==> config.mk <==
export PLATFORM = sky130hd
export DESIGN_NAME = pingpong_frame_buffer_flat
export DESIGN_NICKNAME = d
export VERILOG_FILES = /design/src/rtl/pingpong_frame_buffer_if.sv /design/src/rtl/pingpong_frame_buffer.sv /design/src/flat_wrapper.sv
export SDC_FILE = /design/constraint.sdc
export NUM_CORES = 2
export LEC_CHECK = 0
export CAP_MARGIN = 20
export CORE_MARGIN = 2
export CORE_UTILIZATION = 57
export CTS_CLUSTER_SIZE = 8
export DETAILED_ROUTE_END_ITERATION = 10
export MAX_ROUTING_LAYER = met4
export PLACE_DENSITY = 0.8
export SYNTH_ARGS = -nofsm -noshare
export SYNTH_HDL_FRONTEND = slang
export SYNTH_SLANG_ARGS = --single-unit
==> constraint.sdc <==
create_clock -name CLK_40 -period 3 [get_ports CLK_40]
set_input_delay 0.45 -clock CLK_40 [delete_from_list [all_inputs] [get_ports CLK_40]]
set_output_delay 0.45 -clock CLK_40 [all_outputs]
set_load 0.1 [all_outputs]
==> src/rtl/pingpong_frame_buffer_if.sv <==
// pingpong_frame_buffer_if: bundles the bank selects, byte-stream write port,
// pixel read port and status flags of the ping-pong frame store.
// master = mode FSM / loader / pixel fetch side, slave = frame buffer.
//
// Ports (signals):
//   read_bank1/2, write_bank1/2 : bank selects from the mode FSM
//   in_data/in_valid/in_ready   : packed-pixel byte stream (bit 7 = lowest pixel)
//   rd_en/rd_addr               : pixel read request and pixel index
//   rd_pixel/rd_valid           : pixel result, two cycles after rd_en
//   bank_full/frame_done        : write bank complete level / one-cycle pulse
//   err_conflict                : sticky read/write select collision
interface pingpong_frame_buffer_if #(
  parameter int FRAME_PIXELS = 1280
);
  localparam int PIX_AW = $clog2(FRAME_PIXELS);

  logic              read_bank1;
  logic              read_bank2;
  logic              write_bank1;
  logic              write_bank2;
  logic [7:0]        in_data;
  logic              in_valid;
  logic              in_ready;
  logic              rd_en;
  logic [PIX_AW-1:0] rd_addr;
  logic              rd_pixel;
  logic              rd_valid;
  logic              bank_full;
  logic              frame_done;
  logic              err_conflict;

  modport master (
    output read_bank1, read_bank2, write_bank1, write_bank2,
    output in_data, in_valid, rd_en, rd_addr,
    input  in_ready, rd_pixel, rd_valid, bank_full, frame_done, err_conflict
  );

  modport slave (
    input  read_bank1, read_bank2, write_bank1, write_bank2,
    input  in_data, in_valid, rd_en, rd_addr,
    output in_ready, rd_pixel, rd_valid, bank_full, frame_done, err_conflict
  );
endinterface

==> src/rtl/pingpong_frame_buffer.sv <==
// Purpose: double-buffered 1bpp frame store between the byte loader and VGA pixel fetch.
// Latency: byte written on the accepting edge; pixel read returns 2 cycles after rd_en.
// Backpressure: in_ready is low on a bank swap, once the bank is full, on a
//               select conflict, and in IDLE; it never depends on in_valid.
//
// Ports:
//   CLK_40 : 40 MHz system clock
//   reset  : synchronous, active-high
//   bus    : pingpong_frame_buffer_if slave (selects, byte stream, pixel read, status)
// The interface instance must be built with the same FRAME_PIXELS as this module.
module pingpong_frame_buffer #(
  parameter int FRAME_PIXELS = 1280
) (
  input  logic                    CLK_40,
  input  logic                    reset,
  pingpong_frame_buffer_if.slave  bus
);

  localparam int BYTES   = FRAME_PIXELS / 8;
  localparam int PIX_AW  = $clog2(FRAME_PIXELS);
  localparam int BYTE_AW = $clog2(BYTES);

  localparam logic [BYTE_AW-1:0] LAST_BYTE = BYTE_AW'(BYTES - 1);
  localparam logic [PIX_AW:0]    PIX_LIMIT = (PIX_AW + 1)'(FRAME_PIXELS);

  // Bank storage; deliberately not cleared by reset.
  logic [7:0] bank1_mem [BYTES];
  logic [7:0] bank2_mem [BYTES];

  // ---------------------------------------------------------------------------
  // Write side
  // ---------------------------------------------------------------------------
  logic               wr_active;
  logic               wr_swap;
  logic               wr_accept;
  logic               in_ready_c;

  logic [BYTE_AW-1:0] wr_ptr_q,     wr_ptr_d;
  logic               wsel_q,       wsel_d;
  logic               bank_full_q,  bank_full_d;
  logic               frame_done_q, frame_done_d;
  logic               err_q,        err_d;

  assign wr_active = bus.write_bank1 ^ bus.write_bank2;
  // wsel_q remembers which bank the pointer belongs to; any change of the
  // active write bank restarts the frame.
  assign wr_swap   = wr_active & (bus.write_bank2 != wsel_q);

  // reset is included so nothing is offered while the block is being reset.
  assign in_ready_c = wr_active & ~wr_swap & ~bank_full_q & ~err_q & ~reset;
  assign wr_accept  = bus.in_valid & in_ready_c;

  always_comb begin
    wr_ptr_d     = wr_ptr_q;
    wsel_d       = wsel_q;
    bank_full_d  = bank_full_q;
    frame_done_d = 1'b0;
    err_d        = err_q
                 | (bus.read_bank1 & bus.write_bank1)
                 | (bus.read_bank2 & bus.write_bank2);

    if (wr_swap) begin
      wr_ptr_d    = '0;
      bank_full_d = 1'b0;
      wsel_d      = bus.write_bank2;
    end else if (wr_accept) begin
      if (wr_ptr_q == LAST_BYTE) begin
        // Pointer parks on the last byte; in_ready stays low until a swap.
        bank_full_d  = 1'b1;
        frame_done_d = 1'b1;
      end else begin
        wr_ptr_d = wr_ptr_q + BYTE_AW'(1);
      end
    end
  end

  always_ff @(posedge CLK_40) begin
    if (reset) begin
      wr_ptr_q     <= '0;
      wsel_q       <= 1'b0;
      bank_full_q  <= 1'b0;
      frame_done_q <= 1'b0;
      err_q        <= 1'b0;
    end else begin
      wr_ptr_q     <= wr_ptr_d;
      wsel_q       <= wsel_d;
      bank_full_q  <= bank_full_d;
      frame_done_q <= frame_done_d;
      err_q        <= err_d;
    end
  end

  // ---------------------------------------------------------------------------
  // Storage access. The read of stage 1 and the write share this block, so a
  // same-address read in the write cycle sees the old byte.
  // ---------------------------------------------------------------------------
  logic [BYTE_AW-1:0] rd_byte_idx;
  logic               rd_inrange;
  logic [7:0]         s1_byte_q;

  assign rd_byte_idx = bus.rd_addr[PIX_AW-1:3];
  assign rd_inrange  = ({1'b0, bus.rd_addr} < PIX_LIMIT);

  always_ff @(posedge CLK_40) begin
    if (wr_accept) begin
      // wr_accept excludes the swap cycle, so write_bank2 equals wsel_q here.
      if (bus.write_bank2) begin
        bank2_mem[wr_ptr_q] <= bus.in_data;
      end else begin
        bank1_mem[wr_ptr_q] <= bus.in_data;
      end
    end
    // Out-of-range indices never touch the arrays; the pixel is forced to 0.
    if (bus.rd_en && rd_inrange) begin
      s1_byte_q <= bus.read_bank2 ? bank2_mem[rd_byte_idx] : bank1_mem[rd_byte_idx];
    end
  end

  // ---------------------------------------------------------------------------
  // Read pipeline control
  // ---------------------------------------------------------------------------
  logic       s1_vld_q;
  logic [2:0] s1_bit_q;
  logic       s1_inrange_q;
  logic       s1_sel_ok_q;
  logic       rd_pixel_q, rd_pixel_d;
  logic       rd_valid_q;

  // Pixel index 0 lives in bit 7, so byte bit = 7 - bit_idx = ~bit_idx.
  always_comb begin
    rd_pixel_d = 1'b0;
    if (s1_inrange_q && s1_sel_ok_q) begin
      rd_pixel_d = s1_byte_q[~s1_bit_q];
    end
  end

  always_ff @(posedge CLK_40) begin
    if (reset) begin
      s1_vld_q     <= 1'b0;
      s1_bit_q     <= 3'd0;
      s1_inrange_q <= 1'b0;
      s1_sel_ok_q  <= 1'b0;
      rd_pixel_q   <= 1'b0;
      rd_valid_q   <= 1'b0;
    end else begin
      s1_vld_q   <= bus.rd_en;
      rd_valid_q <= s1_vld_q;
      if (bus.rd_en) begin
        s1_bit_q     <= bus.rd_addr[2:0];
        s1_inrange_q <= rd_inrange;
        s1_sel_ok_q  <= bus.read_bank1 ^ bus.read_bank2;
      end
      if (s1_vld_q) begin
        rd_pixel_q <= rd_pixel_d;
      end
    end
  end

  // ---------------------------------------------------------------------------
  // Outputs
  // ---------------------------------------------------------------------------
  assign bus.in_ready     = in_ready_c;
  assign bus.rd_pixel     = rd_pixel_q;
  assign bus.rd_valid     = rd_valid_q;
  assign bus.bank_full    = bank_full_q;
  assign bus.frame_done   = frame_done_q;
  assign bus.err_conflict = err_q;

endmodule

==> src/flat_wrapper.sv <==
// flat-port wrapper written by rule: the top's interface ports become plain ports
module pingpong_frame_buffer_flat 
#(
  parameter int FRAME_PIXELS = 1280
)
  (CLK_40, reset, bus_read_bank1, bus_read_bank2, bus_write_bank1, bus_write_bank2, bus_in_data, bus_in_valid, bus_rd_en, bus_rd_addr, bus_in_ready, bus_rd_pixel, bus_rd_valid, bus_bank_full, bus_frame_done, bus_err_conflict);
  pingpong_frame_buffer_if #(.FRAME_PIXELS(FRAME_PIXELS)) bus_i ();
  input  logic CLK_40;
  input  logic reset;
  input wire logic [$bits(bus_i.read_bank1)-1:0] bus_read_bank1;
  input wire logic [$bits(bus_i.read_bank2)-1:0] bus_read_bank2;
  input wire logic [$bits(bus_i.write_bank1)-1:0] bus_write_bank1;
  input wire logic [$bits(bus_i.write_bank2)-1:0] bus_write_bank2;
  input wire logic [$bits(bus_i.in_data)-1:0] bus_in_data;
  input wire logic [$bits(bus_i.in_valid)-1:0] bus_in_valid;
  input wire logic [$bits(bus_i.rd_en)-1:0] bus_rd_en;
  input wire logic [$bits(bus_i.rd_addr)-1:0] bus_rd_addr;
  output wire logic [$bits(bus_i.in_ready)-1:0] bus_in_ready;
  output wire logic [$bits(bus_i.rd_pixel)-1:0] bus_rd_pixel;
  output wire logic [$bits(bus_i.rd_valid)-1:0] bus_rd_valid;
  output wire logic [$bits(bus_i.bank_full)-1:0] bus_bank_full;
  output wire logic [$bits(bus_i.frame_done)-1:0] bus_frame_done;
  output wire logic [$bits(bus_i.err_conflict)-1:0] bus_err_conflict;
  assign bus_i.read_bank1 = bus_read_bank1;
  assign bus_i.read_bank2 = bus_read_bank2;
  assign bus_i.write_bank1 = bus_write_bank1;
  assign bus_i.write_bank2 = bus_write_bank2;
  assign bus_i.in_data = bus_in_data;
  assign bus_i.in_valid = bus_in_valid;
  assign bus_i.rd_en = bus_rd_en;
  assign bus_i.rd_addr = bus_rd_addr;
  assign bus_in_ready = bus_i.in_ready;
  assign bus_rd_pixel = bus_i.rd_pixel;
  assign bus_rd_valid = bus_i.rd_valid;
  assign bus_bank_full = bus_i.bank_full;
  assign bus_frame_done = bus_i.frame_done;
  assign bus_err_conflict = bus_i.err_conflict;
  pingpong_frame_buffer #(.FRAME_PIXELS(FRAME_PIXELS)) u_core (.CLK_40(CLK_40), .reset(reset), .bus(bus_i));
endmodule
==> results by stage <==
Clocking:
- The clock tree root buffer cell is sky130_fd_sc_hd__clkbuf_16.
- The clock-pin slew reported for the worst setup and hold paths after clock tree synthesis is 50 ps.
- The CTS tree is done.
- Clock latency on the worst-skew pair, taken at its later pin, is 990 ps.
- In this run the deepest clock path goes through 4 buffers.
- The total number of clock tree sinks is 2588.
- The number of buffers created by CTS is 373.
- The count of H-tree levels built during CTS is 5.

Critical path:
- The worst setup path is of the flop to flop kind.
- The worst setup path is launched from a flop.
- The endpoint identified for the worst register-to-register timing path is u_core.s1_byte_q[0].
- The path depth of the worst reg2reg path is 9.
- The beginning of the worst register-to-register path is u_core.bank2_mem[128][0].
- The critical path starts at u_core.bank2_mem[128][0].
- The critical path data arrival time is ~3700 ps.
- The register-to-register path setup slack is 4 ps.
- The highest net fanout along the worst path is 1.
- In this run the worst setup path terminates at u_core.s1_byte_q[0].
- The data required time of the critical path is 3710 ps.
- The critical path capture point type is a flop.

Route:
- After detailed routing, the average wire length per cell comes to 37.3 um.
- Across all layers, the routed design uses around 56000 vias.
- The length of the first detailed-routing pass in iterations is 6.
- The detail route stage leaves a number of antenna-violating nets equal to 0.
- The via density per instance is 7.10.
- The detailed router finished its first iteration with 9625 violations.
- The number of design rule violations left after detail routing is 0.
- The aggregate routed wire length is 296 mm.

Cells and area:
- The number of fillers in the final layout is 9460.
- The multi-input combinational cell area is 22500 um^2.
- Relative to the synthesized area, the layout overhead comes to 21.0%.
- In the layout the commonest cells are sky130_fd_sc_hd__edfxtp_1 (2568), sky130_fd_sc_hd__mux4_2 (697), sky130_fd_sc_hd__buf_4 (678), sky130_fd_sc_hd__clkbuf_16 (377), sky130_fd_sc_hd__nor2_1 (249).
- In the final layout, the share of cells above drive strength 1 is 0.380.
- The final layout contains 5550 nets.
- The non-filler instance count after layout is 7927.
- In the final layout, flip-flops and latches occupy a little under 80000 um^2.
- At the end of the flow the core is filled with cells to 0.692.
- The library cell used most frequently in the layout, excluding fill and tap cells, is sky130_fd_sc_hd__edfxtp_1.
- After routing the design area is around 120000 um^2.

STA:
- The total count of hold-check failures in the final report is 0.
- Setup violations remaining at the end of the flow were counted as 0.
- Derived from the worst setup path, the maximum achievable clock frequency is 0.334 GHz.
- Setup repair after global routing left no endpoint under its margin.
- The clock period could shrink to 3000 ps.
- The worst slew margin relative to its limit is 0.302.
- The post-route clock skew is 94.6 ps.
- At the pin with the least slew margin, the transition time is 1040 ps.
- Of the available clock period, the critical path in the final layout requires 0.999.
- The max-slew violation total from the final report is 0.

Floorplanning:
- The area of the die is roughly 180000 um^2.
- The effective utilization at floorplan is 0.572.
- The width of the die is about 420 um.
- In this run the vertical extent of the chip is 424 um.
- After floorplanning, the core was sized to cover 176000 um^2.
- The top-level I/O count is 33.
- The number of cell rows is roughly 150.

Placement:
- After detailed placement, the total cell area comes to 112000 um^2.
- The detailed-placement wirelength estimate is between 150 and 200 mm.
- The cell count after placement is 7479.
- The last weighted congestion value of the routability-driven placer is between 0.9 and 1.
- During placement, the flow inserted port buffers numbering 32.

Synth:
- When the netlist entered floorplanning its net count stood at between 4000 and 5000.
- The register bit total from synthesis is 2588.
- The synthesized design contains 2568 enable-type register cells.
- The number of instances in the synthesized netlist is 4539.
- The post-synthesis share of cell area spent on and, or, nand and nor gates is 0.0247.
- The post-synthesis compound-gate area fraction is 0.0179.
- Of the total synthesized cell area, the portion taken by XOR and XNOR cells is 0.000698.
- The average footprint of a synthesized cell is 22.1 um^2.
- The commonest register cell after synthesis is sky130_fd_sc_hd__edfxtp_1.
- The share of flip-flops with an asynchronous set or reset is 0.
- Yosys printed 0 warnings.
- The part of the Yosys area used for sequential elements is 0.772.
- By area, the combinational part of the netlist is dominated by multiplexers.
- The mux share of post-synthesis cell area is 0.170.
- Of the total synthesized cell area, the portion taken by full adders, half adders and majority gates is 0.000499.
- The synthesized cell area is 100000 um^2.
- In this run, distinct cell masters in the synthesized netlist total 68.

Power:
- Power spread over the standard cell area amounts to 665 nW/um^2.
- VDD sags by at most 0.550 mV.
- The reported leakage power is 39.5 nW.

Global route:
- The global-route wire length before repair is about 420 mm.
- The via count of the first global-routing pass is around 57000.
- In the global route stage, overall resource usage came out at 0.338.
- The number of antenna violations at the first check in global routing is 11.
- The overflow left after global routing is 0.
- The maximum number of pins on one net before global-route repair is approximately 110.

Run:
- The number of violations of the max-capacitance limit is 0.

Run status:
- The flow ran to the end, and the final reports show no timing, DRC or antenna violations.

Hold path:
- The worst min-delay path class is input port to flop.
per-stage QoR:
stage | worst slack, ps | hold WS, ps | setup TNS [ps] | power, mW
final | 4.07 | 14.9 | 0 | 80.8
after global routing | 9.93 | 13.5 | 0 | 82.2
after CTS | 17.9 | 6.77 | 0 | 80.7
after detailed placement | -720 | 481 | -413300 | 44.6
after global placement | -765 | 476 | -308520 | 44.5
after floorplan | -721 | 450 | -1560690 | 42.4
state kept, by name, summed over array words and instances, names as in the netlist, 3 cells and up:
| name | flops |
|---|---|
| u_core.bank1_mem | 1280 |
| u_core.bank2_mem | 1280 |
| u_core.s1_byte_q | 8 |
| u_core.wr_ptr_q | 8 |
| u_core.s1_bit_q | 3 |
area by class of cell:
cell class,count,share of cell area
Antenna cell,17,0.000350
Clock buffer,416,0.0789
Clock inverter,10,0.00121
Inverter,9,0.000319
Multi-Input combinational cell,1672,0.185
Sequential cell,2588,0.638
Tap cell,2340,0.0241
Timing Repair Buffer,875,0.0722
timing repair:
item | in CTS | in global routing
pin swaps | 0 | 1
resized for setup | 3 | 3
hold buffers | 4 | 0
setup buffers | 0 | 1
hold endpoints to repair | 128 | 0
setup endpoints to repair | 1 | 11
cell usage after synthesis (all sizes together), types with 3 or more instances:
library cell	count	area (um^2)
o2111ai	6	52.6
a211oi	26	195
nor2	372	1400
a22oi	61	458
nor4	4	31.3
ha	4	50.1
nand2b	7	43.8
nor3	12	60.1
a211o	4	35.0
nand3b	3	22.5
nand2	90	340
xnor2	3	26.3
o211ai	5	37.5
buf	167	1020
edfxtp	2568	77100
nand3	27	135
and3	6	37.5
mux2i	120	1200
and2	13	81.3
a311oi	4	35.0
a21oi	42	210
a221oi	10	87.6
dfxtp	20	400
clkbuf	103	387
or3b	3	26.3
xor2	5	43.8
o221ai	5	43.8
a31oi	9	56.3
o22ai	24	150
a2111oi	4	60.1
or4	4	30.0
o21ai	15	75.1
nand4	9	56.3
a22o	15	131
mux2	11	124
nor2b	24	150
inv	7	26.3
mux4	697	15700
logic make-up after synthesis:
| logic type | count (synthesis) |
|---|---|
| buf+inv | 279 |
| xor+xnor | 8 |
| simple gates | 583 |
| compound gates | 249 |
| flops | 2588 |
| mux | 828 |
| fa+ha+maj | 4 |
how the worst min path moves through the flow:
stage | to | cells after the start | from
2_1_floorplan | u_core.bus.rd_pixel | 2 | u_core.s1_vld_q
4_1_cts | u_core.bank2_mem[42][7] | 1 | bus_in_data[7]
5_1_grt | u_core.bank2_mem[36][7] | 1 | bus_in_data[7]
3_3_place_gp | u_core.s1_inrange_q | 2 | u_core.s1_inrange_q
6_report | u_core.bank2_mem[42][7] | 1 | bus_in_data[7]
3_5_place_dp | u_core.s1_sel_ok_q | 2 | u_core.s1_sel_ok_q
critical path, stage by stage (launching register included):
cell and delay, ps:
sky130_fd_sc_hd__edfxtp_1 410, sky130_fd_sc_hd__mux4_2 500, sky130_fd_sc_hd__mux4_2 500, sky130_fd_sc_hd__mux2i_1 240, sky130_fd_sc_hd__buf_4 170, sky130_fd_sc_hd__nor2_1 60
sky130_fd_sc_hd__a2111oi_4 390, sky130_fd_sc_hd__buf_4 220, sky130_fd_sc_hd__a31oi_1 90, sky130_fd_sc_hd__o31a_1 150
report_power, final:
part	switching [mW]	total, mW	internal [mW]	leakage (nW)
combinational	2.56	4.30	1.74	11.5
clock	14.5	36.7	22.2	4.76
sequential	0.0185	39.9	39.8	23.2
layer usage:
layer	vias to the layer above	part of all wire	GRT usage
li1	20900	-	-
met3	1240	0.13	0.0888
met2	5247	0.48	0.514
met1	28900	0.32	0.410
met5	-	0	-
met4	0	0.073	0.205
Note: power is estimated with default switching activity, not from simulation.
